File: src/rtl/quad_decoder_if.sv
// Bus bundle between a quadrature decoder and its consumer.
// The slave side is the decoder; the master side drives the raw encoder pins.
interface quad_decoder_if #(
    parameter int unsigned WIDTH = 8
) ();
    logic             ena;
    logic             enc_a;
    logic             enc_b;
    logic [WIDTH-1:0] value;
    logic             step_up;
    logic             step_dn;
    logic             err;

    modport master (
        output ena,
        output enc_a,
        output enc_b,
        input  value,
        input  step_up,
        input  step_dn,
        input  err
    );

    modport slave (
        input  ena,
        input  enc_a,
        input  enc_b,
        output value,
        output step_up,
        output step_dn,
        output err
    );
endinterface

File: src/rtl/quad_decoder.sv
// Quadrature encoder front end: synchronise, debounce and decode one A/B pair
// into a saturating count with step/error pulses. All outputs are registered.
module quad_decoder #(
    parameter int unsigned WIDTH       = 8,
    parameter int unsigned DEBOUNCE    = 4,
    parameter int unsigned INCREMENT   = 1,
    parameter int unsigned RESET_VALUE = 0,
    parameter logic [1:0]  IDLE_AB     = 2'b11
) (
    input  logic           clk,
    input  logic           rst_n,
    quad_decoder_if.slave  bus
);

    localparam logic [3:0]       DEB_MAX = 4'(DEBOUNCE - 1);
    localparam logic [WIDTH:0]   INC_W   = INCREMENT[WIDTH:0];
    localparam logic [WIDTH-1:0] RST_VAL = RESET_VALUE[WIDTH-1:0];
    localparam logic [WIDTH-1:0] MAX_VAL = {WIDTH{1'b1}};

    // Bit 1 is channel A, bit 0 is channel B throughout.
    logic [1:0]      r_sync1;
    logic [1:0]      r_sync2;
    logic [1:0][3:0] r_cnt;
    logic [1:0]      r_deb;
    logic [1:0]      r_prev;
    logic [WIDTH-1:0] r_value;
    logic            r_step_up;
    logic            r_step_dn;
    logic            r_err;

    logic [1:0][3:0] w_cnt_d;
    logic [1:0]      w_deb_d;
    logic            w_up;
    logic            w_dn;
    logic            w_bad;
    logic [WIDTH:0]  w_sum;
    logic [WIDTH-1:0] w_value_d;
    logic            w_step_up_d;
    logic            w_step_dn_d;
    logic            w_err_d;

    always_ff @(posedge clk or negedge rst_n) begin
        if (!rst_n) begin
            r_sync1   <= IDLE_AB;
            r_sync2   <= IDLE_AB;
            r_cnt     <= '0;
            r_deb     <= IDLE_AB;
            r_prev    <= IDLE_AB;
            r_value   <= RST_VAL;
            r_step_up <= 1'b0;
            r_step_dn <= 1'b0;
            r_err     <= 1'b0;
        end else begin
            r_sync1   <= {bus.enc_a, bus.enc_b};
            r_sync2   <= r_sync1;
            r_cnt     <= w_cnt_d;
            r_deb     <= w_deb_d;
            r_prev    <= r_deb;
            r_value   <= w_value_d;
            r_step_up <= w_step_up_d;
            r_step_dn <= w_step_dn_d;
            r_err     <= w_err_d;
        end
    end

    // A level is accepted only after DEBOUNCE consecutive differing samples.
    always_comb begin
        w_cnt_d = r_cnt;
        w_deb_d = r_deb;
        for (int i = 0; i < 2; i++) begin
            if (r_sync2[i] == r_deb[i]) begin
                w_cnt_d[i] = 4'd0;
            end else if (r_cnt[i] == DEB_MAX) begin
                w_deb_d[i] = r_sync2[i];
                w_cnt_d[i] = 4'd0;
            end else begin
                w_cnt_d[i] = r_cnt[i] + 4'd1;
            end
        end
    end

    // Gray-code walk {A,B}: 00 -> 10 -> 11 -> 01 -> 00 is forward.
    always_comb begin
        w_up  = 1'b0;
        w_dn  = 1'b0;
        w_bad = 1'b0;
        case ({r_prev, r_deb})
            4'b00_10, 4'b10_11, 4'b11_01, 4'b01_00: w_up  = 1'b1;
            4'b00_01, 4'b01_11, 4'b11_10, 4'b10_00: w_dn  = 1'b1;
            4'b00_11, 4'b11_00, 4'b10_01, 4'b01_10: w_bad = 1'b1;
            default: ;
        endcase
    end

    always_comb begin
        w_sum       = {1'b0, r_value} + INC_W;
        w_value_d   = r_value;
        w_step_up_d = 1'b0;
        w_step_dn_d = 1'b0;
        w_err_d     = 1'b0;
        if (bus.ena) begin
            w_step_up_d = w_up;
            w_step_dn_d = w_dn;
            w_err_d     = w_bad;
            if (w_up) begin
                w_value_d = w_sum[WIDTH] ? MAX_VAL : w_sum[WIDTH-1:0];
            end else if (w_dn) begin
                w_value_d = ({1'b0, r_value} < INC_W) ? '0
                                                      : r_value - INC_W[WIDTH-1:0];
            end
        end
    end

    assign bus.value   = r_value;
    assign bus.step_up = r_step_up;
    assign bus.step_dn = r_step_dn;
    assign bus.err     = r_err;

endmodule
File: src/flat_wrapper.sv
// flat-port wrapper written by rule: the top's interface ports become plain ports
module quad_decoder_flat 
#(
    parameter int unsigned WIDTH       = 8,
    parameter int unsigned DEBOUNCE    = 4,
    parameter int unsigned INCREMENT   = 1,
    parameter int unsigned RESET_VALUE = 0,
    parameter logic [1:0]  IDLE_AB     = 2'b11
)
  (clk, rst_n, bus_ena, bus_enc_a, bus_enc_b, bus_value, bus_step_up, bus_step_dn, bus_err);
  quad_decoder_if #(.WIDTH(WIDTH)) bus_i ();
  input  logic clk;
  input  logic rst_n;
  input wire logic [$bits(bus_i.ena)-1:0] bus_ena;
  input wire logic [$bits(bus_i.enc_a)-1:0] bus_enc_a;
  input wire logic [$bits(bus_i.enc_b)-1:0] bus_enc_b;
  output wire logic [$bits(bus_i.value)-1:0] bus_value;
  output wire logic [$bits(bus_i.step_up)-1:0] bus_step_up;
  output wire logic [$bits(bus_i.step_dn)-1:0] bus_step_dn;
  output wire logic [$bits(bus_i.err)-1:0] bus_err;
  assign bus_i.ena = bus_ena;
  assign bus_i.enc_a = bus_enc_a;
  assign bus_i.enc_b = bus_enc_b;
  assign bus_value = bus_i.value;
  assign bus_step_up = bus_i.step_up;
  assign bus_step_dn = bus_i.step_dn;
  assign bus_err = bus_i.err;
  quad_decoder #(.WIDTH(WIDTH), .DEBOUNCE(DEBOUNCE), .INCREMENT(INCREMENT), .RESET_VALUE(RESET_VALUE), .IDLE_AB(IDLE_AB)) u_core (.clk(clk), .rst_n(rst_n), .bus(bus_i));
endmodule
File: config.mk
export PLATFORM = sky130hd
export DESIGN_NAME = quad_decoder_flat
export DESIGN_NICKNAME = d
export VERILOG_FILES = /design/src/rtl/quad_decoder_if.sv /design/src/rtl/quad_decoder.sv /design/src/flat_wrapper.sv
export SDC_FILE = /design/constraint.sdc
export NUM_CORES = 1
export LEC_CHECK = 0
export BUFFER_PORTS_ARGS = -buffer_cell sky130_fd_sc_hd__buf_2
export CAP_MARGIN = 10
export CORE_UTILIZATION = 30
export DETAILED_ROUTE_END_ITERATION = 10
export PLACE_DENSITY = 0.44
export SETUP_SLACK_MARGIN = 0.2
export SLEW_MARGIN = 20
export SYNTH_ARGS = -nofsm -noshare
export SYNTH_HDL_FRONTEND = slang
export SYNTH_SLANG_ARGS = --single-unit
File: constraint.sdc
create_clock -name clk -period 4.4 [get_ports clk]
set_input_delay 0.44 -clock clk [delete_from_list [all_inputs] [get_ports clk]]
set_output_delay 0.44 -clock clk [all_outputs]
set_load 0.005 [all_outputs]
==> impl_metrics.json <==
{
  "critPathMaxFanout": 8,
  "grt_pass1_wl_um": 5444,
  "synth_cell_type_count": 43,
  "fin_cells": 226,
  "required_ps": 4570,
  "avgSynthCellArea_um2": 10.14,
  "wirelength_um": 3325,
  "yosys.cell_count.top_type": "dfrtp_1",
  "p_comb_frac": 0.517,
  "die_width_um": 72.75,
  "seq_area_frac_synth": 0.4567,
  "ir_worst_vdd_uv": 267.8,
  "synth_compound_area_frac": 0.1625,
  "critPathKind": "register to register",
  "cts_tree": "done",
  "clkTransAtPathRegs_ps": 100,
  "synthesis.nets": 157,
  "p_sw_uw": 615.3,
  "worst-r2r-setup-slack_ps": 2290,
  "skew_ps": 4.052,
  "start_kind": "register",
  "r2r-start": "u_core.bus.value[0]",
  "root_buffer": "clkbuf_8",
  "drive_gt1_frac": 0.2201,
  "synth.cell_area_mm2": 0.001501,
  "ant_nets": 0,
  "leakage_nw": 0.6894,
  "yosys-top-cells-count": "dfrtp_1 (19), nand3_1 (10), dfstp_2 (8), nor2_1 (8)",
  "clock-sinks": 27,
  "synth_top_area_frac": 0.3167,
  "synth-xor-area-share": 0.07583,
  "post_drt_wl_per_cell_um": 14.71,
  "avgViaCountPerCell": 5.248,
  "synth_top_family_by_area": "simple AND/OR/NAND/NOR gates",
  "grt_setup_unrepaired": "false",
  "whs_ps": 157.9,
  "grtUsageMet1": 0.1768,
  "synthArstFlopShare": 1.000,
  "muxShareOfSynthArea": 0.02250,
  "period_minus_slack_ps": 2114,
  "place_inst": 222,
  "cts-resized-gates": 0,
  "cp.arrival_ps": 2290,
  "seqPwrFrac": 0.368,
  "max_stage_delay_ps": 510,
  "dieArea_mm2": 0.005292,
  "synth_edf_count": 0,
  "finalHoldViolations": 0,
  "overflow": 0,
  "drc": 0,
  "met3_usage": 0.02762,
  "grtUsageTotal": 0.1345,
  "antenna_found_initial": 0,
  "yosys_warnings": 0,
  "gp_congestion": 0.8038,
  "postLayoutCoreUtil": 0.3505,
  "reg2regPathDepth": 6,
  "grt-busiest-layer": "met2",
  "multi_input_area_um2": 749.5,
  "final-setup-viol-count": 0,
  "io_buffers": 15,
  "hp-class": "primary input to asynchronous set/reset pin",
  "finalSetupTns_ps": 0,
  "grt_max_degree": 28,
  "ys.flop_type": "dfrtp_1",
  "cts.path.max_buffers": 2,
  "regArea_um2": 685.7,
  "placeableCoreArea_mm2": 0.004755,
  "synth_adder_area_share": 0.03333,
  "max_freq_mhz": 473.0,
  "final_area_mm2": 0.001667,
  "ios": 16,
  "setup_slack_ps": 2286,
  "synth-seq-cells": 27,
  "r2r-end": "u_core.bus.value[3]",
  "dp_slack_ps": 2318,
  "total_power_mw": 1.304,
  "cts_hold_buf": 0,
  "period_share": 0.4804,
  "slew_violations": 0,
  "drt_iter0_markers": 65,
  "met2_usage": 0.2160,
  "fill_cells": 501,
  "power.internal_uw": 688.9,
  "crit_path_top_delay_cell": "or4b_4",
  "syn_to_final_growth_pct": 11.00,
  "synth_simple_gate_area_frac": 0.2050,
  "row_count": 25,
  "num_vias": 1186,
  "diodes": 0,
  "power_frac_clock": 0.115,
  "die_h_um": 72.75,
  "synth_cells": 148,
  "dp_hpwl_um": 2332,
  "tightest_slew_ps": 700.7,
  "grt_pass1_vias": 1100,
  "slew_headroom": 0.5295,
  "clock_latency_ps": 270,
  "outcome": "finished, final reports clean",
  "crit_path_end_kind": "register",
  "yosysTopAreaCell": "dfrtp_1",
  "h-tree-depth": 1,
  "numCtsBuffers": 3,
  "p_sw_frac": 0.4718,
  "placed_cell_area_mm2": 0.001617,
  "postCtsSetupRepairBufs": 0,
  "ys_top_cells_by_area": "dfrtp_1 (32%), dfstp_2 (14%), xor2_1 (4.1%)",
  "first_pass_iters": 4,
  "nets": 169,
  "path_cells": "inv_1, ha_1, or4b_4, a211oi_1, a21oi_1, a32o_1",
  "pwr_density_cell_mw_per_mm2": 782.6,
  "start_util": 0.3158,
  "cap_violations": 0
}
[power by group through the flow]
| stage | clock, mW | combinational [mW] | sequential [mW] |
|---|---|---|---|
| finish | 0.150 | 0.674 | 0.480 |
| global route | 0.167 | 0.751 | 0.496 |
| CTS | 0.159 | 0.679 | 0.479 |
| detailed placement | 0 | 0.673 | 0.484 |
| global placement | 0 | 0.679 | 0.478 |
| floorplan | 0 | 0.551 | 0.414 |
[registers in the layout, summed over array words and instances, names as in the netlist]
| signal | cells |
|---|---|
| u_core.r_sync1 | 2 |
| u_core.r_cnt | 8 |
| u_core.r_deb | 2 |
| u_core.bus.value | 8 |
| u_core.bus.err | 1 |
| u_core.bus.step_up | 1 |
| u_core.r_prev | 2 |
| u_core.bus.step_dn | 1 |
| u_core.r_sync2 | 2 |
[cell families after synthesis]
logic type                 Yosys count
DFF                                 27
xor gates and xnor gates            13
buffers and inverters               14
adders and majority gates            4
muxes                                3
AOI/OAI and AO/OA                   34
and+or+nand+nor                     53
[worst max path at each step]
stage / to / startpoint / slack, ps
finish: u_core.bus.value[3] / u_core.bus.value[0] / 2290
global route: u_core.bus.value[3] / u_core.bus.value[0] / 2180
CTS: u_core.bus.value[3] / u_core.bus.value[0] / 2290
detailed placement: u_core.bus.value[3] / u_core.bus.value[0] / 2320
global placement: u_core.bus.value[3] / u_core.bus.value[0] / 2370
floorplan: u_core.bus.value[3] / u_core.bus.value[0] / 2490
[cell usage in the layout (no fill, tap or decap), drive strengths merged, types with 4 or more instances in the layout]
cell type	count
dfrtp	19
buf	15
nand3	10
nor2	8
dfstp	8
nor3	7
a21oi	7
xor2	7
inv	7
xnor2	6
a211oi	6
nor3b	4
or4	4
nand2	4
ha	4
[critical path, delay by kind of cell, from the launching register on]
kind,cells,cell delay [ps]
AOI/OAI and AO/OA,3,740
adders and majority gates,1,210
buffers and inverters,1,100
and+or+nand+nor,1,510
DFF,1,460
[per-layer routing]
layer | share of wire | up-vias
met1 | 0.46 | 585
li1 | - | 573
met5 | 0 | -
met2 | 0.48 | 22
met3 | 0.034 | 6
met4 | 0.020 | 0
[area by class of cell]
class | instances | area share
multi-input cells | 107 | 0.4497
repair buffers | 15 | 0.04505
clock buffers | 3 | 0.02477
flip-flops and latches | 27 | 0.4114
well taps | 67 | 0.05030
inverters | 6 | 0.01351
clock inverters | 1 | 0.005255
No activity file was read; power rests on OpenSTA's default activity.
